## config.mk

```make
export PLATFORM = sky130hd
export DESIGN_NAME = rgb_pattern_source_flat
export DESIGN_NICKNAME = d
export VERILOG_FILES = /design/src/rtl/rgb_source_pkg.sv /design/src/rtl/rgb_pattern_source_if.sv /design/src/rtl/rgb_axis_counter.sv /design/src/rtl/rgb_pattern_source.sv /design/src/flat_wrapper.sv
export SDC_FILE = /design/constraint.sdc
export NUM_CORES = 1
export LEC_CHECK = 0
export BUFFER_PORTS_ARGS = -buffer_cell sky130_fd_sc_hd__buf_2
export CAP_MARGIN = 10
export CORE_MARGIN = 3
export CORE_UTILIZATION = 35
export DETAILED_ROUTE_END_ITERATION = 6
export HOLD_SLACK_MARGIN = 0.08
export SETUP_SLACK_MARGIN = 0.15
export SLEW_MARGIN = 20
export SYNTH_ARGS = -nofsm -noshare
export SYNTH_HDL_FRONTEND = slang
export SYNTH_SLANG_ARGS = --single-unit
```

## constraint.sdc

```tcl
create_clock -name I_rgb_clk -period 3.31 [get_ports I_rgb_clk]
set_clock_uncertainty 0.1 [all_clocks]
set_input_delay 0.1655 -clock I_rgb_clk [delete_from_list [all_inputs] [get_ports I_rgb_clk]]
set_output_delay 0.1655 -clock I_rgb_clk [all_outputs]
set_load 0.02 [all_outputs]
```

## src/rtl/rgb_source_pkg.sv

```systemverilog
// Shared types and constants for the RGB test-pattern source.
package rgb_source_pkg;

  typedef enum logic [2:0] {
    ST_IDLE,
    ST_V_SYNC,
    ST_V_BACK,
    ST_V_ACTIVE,
    ST_V_FRONT
  } frame_state_e;

  typedef enum logic [1:0] {
    PAT_COUNTER,
    PAT_SOLID,
    PAT_GRADIENT,
    PAT_CHECKER
  } pattern_e;

  typedef enum logic [1:0] {
    PH_SYNC,
    PH_BACK,
    PH_ACTIVE,
    PH_FRONT
  } phase_e;

  localparam logic [7:0] FILL_MID  = 8'hBB;
  localparam logic [7:0] FILL_LAST = 8'hCC;
  localparam logic [7:0] FILL_ON   = 8'hFF;

  // Which part of a sync/back/active/front period a position falls in.
  function automatic phase_e axis_phase(input logic [15:0] pos,
                                        input logic [15:0] sync_len,
                                        input logic [15:0] back_len,
                                        input logic [15:0] act_len);
    if (pos < sync_len)                            return PH_SYNC;
    else if (pos < sync_len + back_len)            return PH_BACK;
    else if (pos < sync_len + back_len + act_len)  return PH_ACTIVE;
    else                                           return PH_FRONT;
  endfunction

  function automatic frame_state_e phase_to_state(input phase_e ph);
    case (ph)
      PH_SYNC:   return ST_V_SYNC;
      PH_BACK:   return ST_V_BACK;
      PH_ACTIVE: return ST_V_ACTIVE;
      default:   return ST_V_FRONT;
    endcase
  endfunction

endpackage

```

## src/rtl/rgb_pattern_source_if.sv

```systemverilog
// Video output bundle: de/hs/vs/color plus frame_start and busy status.
interface rgb_pattern_source_if #(
  parameter int CHANNEL_COUNT = 3
);
  logic                            rgb_de;
  logic                            rgb_hs;
  logic                            rgb_vs;
  logic [0:CHANNEL_COUNT-1][7:0]   rgb_color;
  logic                            frame_start;
  logic                            busy;

  modport master (output rgb_de, rgb_hs, rgb_vs, rgb_color, frame_start, busy);
  modport slave  (input  rgb_de, rgb_hs, rgb_vs, rgb_color, frame_start, busy);
endinterface

```

## src/rtl/rgb_axis_counter.sv

```systemverilog
// Position counter over one sync/back/active/front period with phase
// decode and a wrap pulse on the last position of the period.
module rgb_axis_counter
  import rgb_source_pkg::*;
#(
  parameter int CW    = 9,
  parameter int SYNC  = 1,
  parameter int BACK  = 0,
  parameter int FRONT = 2
) (
  input  logic          clk,
  input  logic          rst_n,
  input  logic          clear,
  input  logic          advance,
  input  logic [CW-1:0] act_len,
  output logic [CW-1:0] pos,
  output phase_e        phase,
  output logic          wrap
);

  localparam logic [CW-1:0] FIXED_LEN = CW'(SYNC + BACK + FRONT);

  logic [CW-1:0] last_pos;

  assign last_pos = FIXED_LEN + act_len - CW'(1);
  assign wrap     = advance && (pos == last_pos);
  assign phase    = axis_phase(16'(pos), 16'(SYNC), 16'(BACK), 16'(act_len));

  // Position register: held at 0 while cleared, wraps at end of period.
  always_ff @(posedge clk or negedge rst_n) begin
    if (!rst_n)        pos <= '0;
    else if (clear)    pos <= '0;
    else if (advance)  pos <= wrap ? '0 : pos + CW'(1);
  end

endmodule

```

## src/rtl/rgb_pattern_source.sv

```systemverilog
// RGB test-pattern video source: frame timing plus four fill patterns.
// Optional RGB_SOURCE_FRAME_TAG_EN: counter pattern puts a frame number on
// the last channel instead of the constant fill.
//
// state       | meaning
// ST_IDLE     | no frame; outputs idle, waiting for I_enable
// ST_V_SYNC   | vertical sync lines (vs low)
// ST_V_BACK   | vertical back-porch lines
// ST_V_ACTIVE | lines carrying active pixels
// ST_V_FRONT  | vertical front-porch lines; frame boundary at the end
module rgb_pattern_source
  import rgb_source_pkg::*;
#(
  parameter int MAX_WIDTH     = 64,
  parameter int MAX_HEIGHT    = 64,
  parameter int CHANNEL_COUNT = 3,
  parameter int H_SYNC        = 1,
  parameter int H_BACK        = 0,
  parameter int H_FRONT       = 2,
  parameter int V_SYNC        = 1,
  parameter int V_BACK        = 1,
  parameter int V_FRONT       = 1
) (
  input  logic                            I_rgb_clk,
  input  logic                            I_rst_n,
  input  logic                            I_enable,
  input  logic [$clog2(MAX_WIDTH)-1:0]    I_image_width,
  input  logic [$clog2(MAX_HEIGHT)-1:0]   I_image_height,
  input  logic [1:0]                      I_pattern_sel,
  rgb_pattern_source_if.master            vid
);

  // Extra bits so line/frame totals never overflow.
  localparam int CW = $clog2(MAX_WIDTH) + 3;
  localparam int VW = $clog2(MAX_HEIGHT) + 3;

  typedef logic [0:CHANNEL_COUNT-1][7:0] pix_t;

  frame_state_e  state, next_state;
  logic          frame_go;
  logic [CW-1:0] w_lat;
  logic [VW-1:0] h_lat;
  pattern_e      pat_lat;

  logic [CW-1:0] h_pos;
  phase_e        h_phase;
  logic          h_wrap;
  logic [VW-1:0] v_pos;
  phase_e        v_phase;
  logic          v_wrap;
  phase_e        v_next_phase;

  logic          running;
  logic          frame_first;
  logic          de_int;
  logic [7:0]    x8;
  logic          y0;
  logic [7:0]    p_reg, p_cur, p_pix;
  logic [7:0]    tag_byte;
  pix_t          pix;

  assign running = (state != ST_IDLE);

  rgb_axis_counter #(.CW(CW), .SYNC(H_SYNC), .BACK(H_BACK), .FRONT(H_FRONT)) u_h_cnt (
    .clk     (I_rgb_clk),
    .rst_n   (I_rst_n),
    .clear   (!running),
    .advance (running),
    .act_len (w_lat),
    .pos     (h_pos),
    .phase   (h_phase),
    .wrap    (h_wrap)
  );

  rgb_axis_counter #(.CW(VW), .SYNC(V_SYNC), .BACK(V_BACK), .FRONT(V_FRONT)) u_v_cnt (
    .clk     (I_rgb_clk),
    .rst_n   (I_rst_n),
    .clear   (!running),
    .advance (h_wrap),
    .act_len (h_lat),
    .pos     (v_pos),
    .phase   (v_phase),
    .wrap    (v_wrap)
  );

  assign v_next_phase = axis_phase(16'(v_pos) + 16'd1, 16'(V_SYNC), 16'(V_BACK), 16'(h_lat));

  // Frame state register.
  always_ff @(posedge I_rgb_clk or negedge I_rst_n) begin
    if (!I_rst_n) state <= ST_IDLE;
    else          state <= next_state;
  end

  // Next state: vertical moves only at end of line; enable checked only at frame boundaries.
  always_comb begin
    next_state = state;
    frame_go   = 1'b0;
    case (state)
      ST_IDLE: begin
        if (I_enable) begin
          next_state = ST_V_SYNC;
          frame_go   = 1'b1;
        end
      end
      default: begin
        if (h_wrap) begin
          if (v_wrap) begin
            if (I_enable) begin
              next_state = ST_V_SYNC;
              frame_go   = 1'b1;
            end else begin
              next_state = ST_IDLE;
            end
          end else begin
            next_state = phase_to_state(v_next_phase);
          end
        end
      end
    endcase
  end

  // Frame parameters are captured once per frame; zero sizes become 1.
  always_ff @(posedge I_rgb_clk or negedge I_rst_n) begin
    if (!I_rst_n) begin
      w_lat   <= CW'(1);
      h_lat   <= VW'(1);
      pat_lat <= PAT_COUNTER;
    end else if (frame_go) begin
      w_lat   <= (I_image_width  == '0) ? CW'(1) : CW'(I_image_width);
      h_lat   <= (I_image_height == '0) ? VW'(1) : VW'(I_image_height);
      pat_lat <= pattern_e'(I_pattern_sel);
    end
  end

`ifdef RGB_SOURCE_FRAME_TAG_EN
  logic [7:0] frame_num;
  logic       tag_armed;

  // Frame number: 0 for the first frame after reset, +1 on each later start.
  always_ff @(posedge I_rgb_clk or negedge I_rst_n) begin
    if (!I_rst_n) begin
      frame_num <= '0;
      tag_armed <= 1'b0;
    end else if (frame_go) begin
      if (tag_armed) frame_num <= frame_num + 8'd1;
      tag_armed <= 1'b1;
    end
  end

  assign tag_byte = frame_num;
`else
  assign tag_byte = FILL_LAST;
`endif

  assign frame_first = running && (h_pos == '0) && (v_pos == '0);
  assign de_int      = (state == ST_V_ACTIVE) && (h_phase == PH_ACTIVE);
  assign x8          = 8'(h_pos - CW'(H_SYNC + H_BACK));
  assign y0          = 1'(v_pos - VW'(V_SYNC + V_BACK));
  assign p_cur       = frame_first ? 8'd0 : p_reg;
  assign p_pix       = p_cur + 8'd1;

  // Pixel value for the current position in the latched pattern.
  always_comb begin
    pix = '0;
    unique case (pat_lat)
      PAT_COUNTER: begin
        for (int c = 0; c < CHANNEL_COUNT; c++) pix[c] = FILL_MID;
        pix[CHANNEL_COUNT-1] = tag_byte;
        pix[0]               = p_pix;
      end
      PAT_SOLID:    pix = {CHANNEL_COUNT{FILL_ON}};
      PAT_GRADIENT: pix = {CHANNEL_COUNT{x8}};
      PAT_CHECKER:  pix = (x8[0] ^ y0) ? {CHANNEL_COUNT{FILL_ON}} : '0;
    endcase
  end

  // Registered outputs, one clock behind the counters.
  always_ff @(posedge I_rgb_clk or negedge I_rst_n) begin
    if (!I_rst_n) begin
      vid.rgb_de      <= 1'b0;
      vid.rgb_hs      <= 1'b1;
      vid.rgb_vs      <= 1'b1;
      vid.rgb_color   <= '0;
      vid.frame_start <= 1'b0;
      vid.busy        <= 1'b0;
      p_reg           <= '0;
    end else begin
      vid.rgb_de      <= de_int;
      vid.rgb_hs      <= !(running && (h_phase == PH_SYNC));
      vid.rgb_vs      <= !(running && (v_phase == PH_SYNC));
      vid.rgb_color   <= de_int ? pix : '0;
      vid.frame_start <= frame_first;
      vid.busy        <= running;
      p_reg           <= de_int ? p_pix : p_cur;
    end
  end

endmodule

```

## src/flat_wrapper.sv

```systemverilog
// flat-port wrapper written by rule: the top's interface ports become plain ports
module rgb_pattern_source_flat import rgb_source_pkg::*;
#(
  parameter int MAX_WIDTH     = 64,
  parameter int MAX_HEIGHT    = 64,
  parameter int CHANNEL_COUNT = 3,
  parameter int H_SYNC        = 1,
  parameter int H_BACK        = 0,
  parameter int H_FRONT       = 2,
  parameter int V_SYNC        = 1,
  parameter int V_BACK        = 1,
  parameter int V_FRONT       = 1
)
  (I_rgb_clk, I_rst_n, I_enable, I_image_width, I_image_height, I_pattern_sel, vid_rgb_de, vid_rgb_hs, vid_rgb_vs, vid_rgb_color, vid_frame_start, vid_busy);
  rgb_pattern_source_if #(.CHANNEL_COUNT(CHANNEL_COUNT)) vid_i ();
  input  logic I_rgb_clk;
  input  logic I_rst_n;
  input  logic I_enable;
  input  logic [$clog2(MAX_WIDTH)-1:0] I_image_width;
  input  logic [$clog2(MAX_HEIGHT)-1:0] I_image_height;
  input  logic [1:0] I_pattern_sel;
  output wire logic [$bits(vid_i.rgb_de)-1:0] vid_rgb_de;
  output wire logic [$bits(vid_i.rgb_hs)-1:0] vid_rgb_hs;
  output wire logic [$bits(vid_i.rgb_vs)-1:0] vid_rgb_vs;
  output wire logic [$bits(vid_i.rgb_color)-1:0] vid_rgb_color;
  output wire logic [$bits(vid_i.frame_start)-1:0] vid_frame_start;
  output wire logic [$bits(vid_i.busy)-1:0] vid_busy;
  assign vid_rgb_de = vid_i.rgb_de;
  assign vid_rgb_hs = vid_i.rgb_hs;
  assign vid_rgb_vs = vid_i.rgb_vs;
  assign vid_rgb_color = vid_i.rgb_color;
  assign vid_frame_start = vid_i.frame_start;
  assign vid_busy = vid_i.busy;
  rgb_pattern_source #(.MAX_WIDTH(MAX_WIDTH), .MAX_HEIGHT(MAX_HEIGHT), .CHANNEL_COUNT(CHANNEL_COUNT), .H_SYNC(H_SYNC), .H_BACK(H_BACK), .H_FRONT(H_FRONT), .V_SYNC(V_SYNC), .V_BACK(V_BACK), .V_FRONT(V_FRONT)) u_core (.I_rgb_clk(I_rgb_clk), .I_rst_n(I_rst_n), .I_enable(I_enable), .I_image_width(I_image_width), .I_image_height(I_image_height), .I_pattern_sel(I_pattern_sel), .vid(vid_i));
endmodule
```

Word-level counts from Yosys, hierarchy flattened --
Index checks and enable logic that the tools add are counted.
Operators by class: add/subtract/negate cells 12, $lt $le $gt $ge 8, eq/ne operators 11, multiplexer cells 30, bitwise gates (word level) 1, reduce and logical (&&, ||, !) cells 21
Operator list (number):
- $pmux 24 s4 | 1
- $mux 24 | 2
- $mux 9 | 5
- $lt 9x10->1 | 2
- $add 2x9->9 const A | 2
- $add 9x1->9 const B | 2
- $eq 9x9->1 | 2
- $logic_not 9->1 | 2
- $lt 9x1->1 const B | 2
- $sub 9x1->9 const B | 2
- $lt 16x1->1 const B | 1
- $lt 16x16->1 | 1
- $lt 16x2->1 const B | 1
- $mux 8 | 2
- $logic_not 6->1 | 2
- $mux 3 | 4
- $mux 6 | 2
- $add 1x9->10 const A | 1
- $add 2x9->10 const A | 1
- $add 9x1->10 const B | 1
- $mux 2 | 5
- $lt 9x2->1 const B | 1
- $pmux 3 s3 | 1
- $add 8x1->8 const B | 1
- other kinds (15) | 37
Storage, ports and cells: flip-flop bits (word level) 78, bits of input ports 17, output and inout port bits 29, word-level logic and storage cells 98

Depth between registers and ports, before layout --
depth after elaboration 10, mapped depth 15, gate-level depth less buffers 14

By module --
Synthesis repeated with hierarchy kept, for this count alone.
Unflattened totals: cell total of the unflattened synthesis 484, area total of the unflattened synthesis 4618.2 µm²
By module, submodules not included:
- rgb_pattern_source | instances 1, cells an instance 267, area each 2721.4 µm², sequential area each 1306.3 µm²
- rgb_axis_counter at u_core.u_h_cnt | instances 1, cells an instance 127, area each 1101.1 µm², sequential area each 225.2 µm²
- rgb_axis_counter at u_core.u_v_cnt | instances 1, cells an instance 90, area each 795.8 µm², sequential area each 225.2 µm²

Least setup slack after synthesis --
Ideal clock, no wire load.
kind register to register, start point register u_core.u_v_cnt.pos[1], end point register u_core.state[1], setup time 0.083 ns, arrival time 2.821 ns, data required time 3.127 ns, path slack 0.307 ns, cell stages (with the launch flop) 16, buffers on the path 1, clock period less this slack 3.003 ns, cell sequence dfrtp_1 ha_1 clkbuf_1 and2_1 nand2_1 xnor2_1 ha_1 nand2_1 a21oi_1 a211o_1 a311oi_1 a21o_1 a22oi_1 ha_1 nand3_1 o21ai_0
On the way: word-level cells in the longest chain between the ends 10, elaborated cells between the ends (all ways) 16, those cells by class add/sub (1); order compare (3); eq/ne (3); mux (7); reduce/logical (2)
Ends and longest elaborated chain:
- start: declaration | RTL line rgb_axis_counter.sv:16 | output logic [CW-1:0] pos,
- start signal: assignment | RTL line rgb_axis_counter.sv:33 | else if (advance) pos <= wrap ? '0 : pos + CW'(1);
- $add 9x1->10 | RTL line rgb_pattern_source.sv:86 | assign v_next_phase = axis_phase(16'(v_pos) + 16'd1, 16'(V_SYNC), 16'(V_BACK), 16'(h_lat));
- $lt 16x16->1 | RTL line rgb_source_pkg.sv:37 | else if (pos < sync_len + back_len + act_len) return PH_ACTIVE;
- $mux 1 | RTL line rgb_source_pkg.sv:37
- $mux 2 | RTL line rgb_source_pkg.sv:36 | else if (pos < sync_len + back_len) return PH_BACK;
- $mux 2 | RTL line rgb_source_pkg.sv:35 | if (pos < sync_len) return PH_SYNC;
- $eq 2x2->1 (tied with other cells) | RTL line rgb_source_pkg.sv:42 | case (ph)
- $pmux 3 s3 | RTL line rgb_source_pkg.sv:42
- $mux 3 (*) | RTL line rgb_pattern_source.sv:107 | if (v_wrap) begin
- $mux 3 (*) | RTL line rgb_pattern_source.sv:106 | if (h_wrap) begin
- $mux 3 (*) | RTL line rgb_pattern_source.sv:98 | case (state)
- end signal: assignment | RTL line rgb_pattern_source.sv:91 | else state <= next_state;
- end: declaration | RTL line rgb_pattern_source.sv:39 | frame_state_e state, next_state;
Every way passes the cells marked *; elsewhere a longest branch is shown, timed or not. The select of a mux whose other input is x is not followed. A chain may end at the register's enable or synchronous reset.

Final worst setup path --
start point register u_core.w_lat[2], end point register u_core.p_reg[1]
On the way: word-level cells in the longest chain between the ends 7
Ends and longest elaborated chain:
- start: declaration | RTL line rgb_pattern_source.sv:41 | logic [CW-1:0] w_lat;
- start signal: assignment | RTL line rgb_pattern_source.sv:129 | w_lat <= (I_image_width == '0) ? CW'(1) : CW'(I_image_width);
- $add 1x9->10 | RTL line rgb_source_pkg.sv:37
- $lt 9x10->1 | RTL line rgb_source_pkg.sv:37
- $mux 1 | RTL line rgb_source_pkg.sv:37
- $mux 2 | RTL line rgb_source_pkg.sv:35
- $eq 2x2->1 | RTL line rgb_pattern_source.sv:156 | assign de_int = (state == ST_V_ACTIVE) && (h_phase == PH_ACTIVE);
- $logic_and 1x1->1 | RTL line rgb_pattern_source.sv:156
- $mux 8 | RTL line rgb_pattern_source.sv:194 | p_reg <= de_int ? p_pix : p_cur;
- end signal: assignment | RTL line rgb_pattern_source.sv:194
- end: declaration | RTL line rgb_pattern_source.sv:58 | logic [7:0] p_reg, p_cur, p_pix;
No other way between the ends.

==> impl_metrics.env <==
export IMPL_path_class="reg -> reg"
export IMPL_die_h_microns=115
export IMPL_multi_input_area_sq_um=2250
export IMPL_drc=0
export IMPL_syn_avg_cell_area_sq_um=9.95
export IMPL_min_path_type="in -> reg"
export IMPL_insertion_delay_ps=330
export IMPL_regMostFlops="u_core.vid.rgb_color"
export IMPL_tightest_slew_ps=721
export IMPL_place_area_sq_um=4530
export IMPL_antenna_found_initial=0
export IMPL_synth_most_common_cell="dfrtp_1"
export IMPL_synthCells=417
export IMPL_setup_ws_ps=297
export IMPL_synth_main_ff_cell="dfrtp_1"
export IMPL_stdcell_area_sq_um=5050
export IMPL_nets=526
export IMPL_dr_wl_met3_microns=368
export IMPL_final_core_util_pct=43.9
export IMPL_cts_max_path_buffers=2
export IMPL_initial_core_util_pct=36.0
export IMPL_drt_initial_drc_count=163
export IMPL_p_leak_nw=2.38
export IMPL_cts_htree_levels=3
export IMPL_portBuffers=45
export IMPL_highest_layer="met4"
export IMPL_slew_viol_final=0
export IMPL_vias_per_cell=5.10
export IMPL_ys_types=53
export IMPL_fill_cells=1070
export IMPL_min_from="I_enable"
export IMPL_synth_async_reset_ratio_pct=100
export IMPL_dr_total_vias=3192
export IMPL_antenna_cells=0
export IMPL_grt_pass1_vias=3088
export IMPL_grt_setup_unrepaired="false"
export IMPL_seq_area_sq_um=1760
export IMPL_r2r_start="u_core.w_lat[2]"
export IMPL_ys_ff_latch=70
export IMPL_clkTransAtPathRegs_ps=60
export IMPL_tns_ps=0
export IMPL_design_die_area_sq_um=13200
export IMPL_avgRoutedWirePerCell_microns=14.6
export IMPL_antenna_left=0
export IMPL_reg_largest_list="u_core.vid.rgb_color: 22 flops, u_core.u_h_cnt.pos: 9 flops, u_core.u_v_cnt.pos: 9 flops"
export IMPL_ctsRootBufferMaster="clkbuf_16"
export IMPL_place_gp_congestion=0.825
export IMPL_finalSetupViolCount=0
export IMPL_critPathMaxFanout=23
export IMPL_power_density_nw_per_um2=873
export IMPL_clock_sinks=70
export IMPL_power_mw=4.41
export IMPL_outcome="finished clean"
export IMPL_crit_required_ps=3430
export IMPL_fin_crit_sh_pct=91.0
export IMPL_fmax_ghz=0.332
export IMPL_core_area_sq_um=11500
export IMPL_firstDrtPassIters=4
export IMPL_hpwlAfterDp_mm=6.82
export IMPL_drv_cap=0
export IMPL_met1Wirelength_mm=4.47
export IMPL_rows=39
export IMPL_drive_above_1_share_pct=23.0
export IMPL_globalRouteTotalUtil_pct=14.4
export IMPL_crit_start="u_core.w_lat[2]"
export IMPL_final_cells=626
export IMPL_cts_buffers=9
export IMPL_synth_area_top_cells="dfrtp_1 (40%), ha_1 (9.4%), xnor2_1 (4.6%), xor2_1 (4.0%), a21oi_1 (3.3%)"
export IMPL_seq_area_frac_synth_pct=42.4
export IMPL_overflow=0
export IMPL_wl_met2_mm=4.20
export IMPL_cts_tree="built"
export IMPL_synth_nets=465
export IMPL_yosysTopAreaCellShare_pct=39.8
export IMPL_netlist_area_sq_um=4150
export IMPL_critPathCaptureType="flip-flop"
export IMPL_timing_hold_ws_ps=129
export IMPL_worstPathArrival_ps=3130
export IMPL_dp_cells=595
export IMPL_routed_wl_mm=9.17
export IMPL_area_delta_synth_final_pct=21.8
export IMPL_die_x_microns=115
export IMPL_critPathLaunchType="flip-flop"
export IMPL_largest_reg_flops=22
export IMPL_ir_worst_vdd_mv=0.261
export IMPL_synth_edf_count=0
export IMPL_grt_max_degree=54
export IMPL_yosys_warnings=0
export IMPL_cts_setup_buffers=0
export IMPL_io_pins=46
export IMPL_grt_pass1_wl_mm=15.2
export IMPL_hold_violations=0
export IMPL_period_minus_slack_ps=3010
export IMPL_synth_common_cells="dfrtp_1 (66), nand2_1 (34), nor2_1 (32)"
export IMPL_dp_slack_ps=76.3
export IMPL_relSlewSlack_pct=51.9
export IMPL_synth_top_area_cell="dfrtp_1"
-- cell usage in the layout, fill, tap and decap left out, types with 6 or more instances in the layout --
master / count
nand2_1: 34
clkbuf_16: 9
dfrtp_1: 63
o21ai_0: 9
a21oi_1: 26
nor2_1: 32
buf_2: 45
and2_1: 6
nor3_1: 6
ha_1: 30
dlygate4sd3_1: 15
xor2_1: 19
inv_1: 15
nand3_1: 21
xnor2_1: 22
nand4_1: 7
mux2_4: 9
buf_4: 14
or4_1: 8
-- where the power goes --
part,internal [mW],total (mW),switching (mW)
registers,1.13,1.36,0.223
logic,0.835,2.00,1.17
clock network,0.683,1.05,0.371
total,2.65,4.41,1.76
-- repair_timing --
item                                   4_1_cts  5_1_grt
hold buffers                                15        0
endpoints found under the hold margin       31        0
setup endpoints to repair                    3       14
gates resized for setup                      2        8
-- worst max-delay path, stage by stage, from the launching register on --
cell and delay (ps):
dfrtp_1 460, ha_1 270, nand4_1 130, xor2_1 160, ha_1 290, a21o_1 190
a211o_1 450, or2_2 510, mux2_2 330
-- cell families after synthesis --
logic type / count (synthesis) / share of synthesized area [%]
AOI/OAI and AO/OA: 71 / 11.0
xor gates and xnor gates: 41 / 8.66
adders and majority gates: 31 / 9.35
buffers and inverters: 39 / 4.49
DFF: 70 / 42.4
muxes: 19 / 5.82
and+or+nand+nor: 146 / 18.3
-- area by class of cell --
class                           instances  area share [%]
Clock buffer                           10            4.73
Clock inverter                          6            1.83
Inverter                               15            1.11
Multi-Input combinational cell        308            44.4
Sequential cell                        70            34.8
Tap cell                              143            3.54
Timing Repair Buffer                   74            9.51
-- metal layers --
| metal | global-route usage, % | vias up |
|---|---|---|
| li1 | - | 1594 |
| met3 | 2.63 | 8 |
| met2 | 22.3 | 64 |
| met5 | 0 | - |
| met1 | 20.5 | 1526 |
| met4 | 4.77 | 0 |
-- worst paths after layout --
check                                         to  depth (start not counted)  slack, ps
setup / recovery                 u_core.p_reg[1]                          8        300
hold / removal                   u_core.state[0]                          3        130
setup reg to reg                 u_core.p_reg[1]                          8        300
hold reg to reg                  u_core.w_lat[0]                          2        440
max in group asynchronous  u_core.u_v_cnt.pos[1]                          3       1910
min in group asynchronous        u_core.w_lat[4]                          2        200
(Power assumes the default switching activity.)
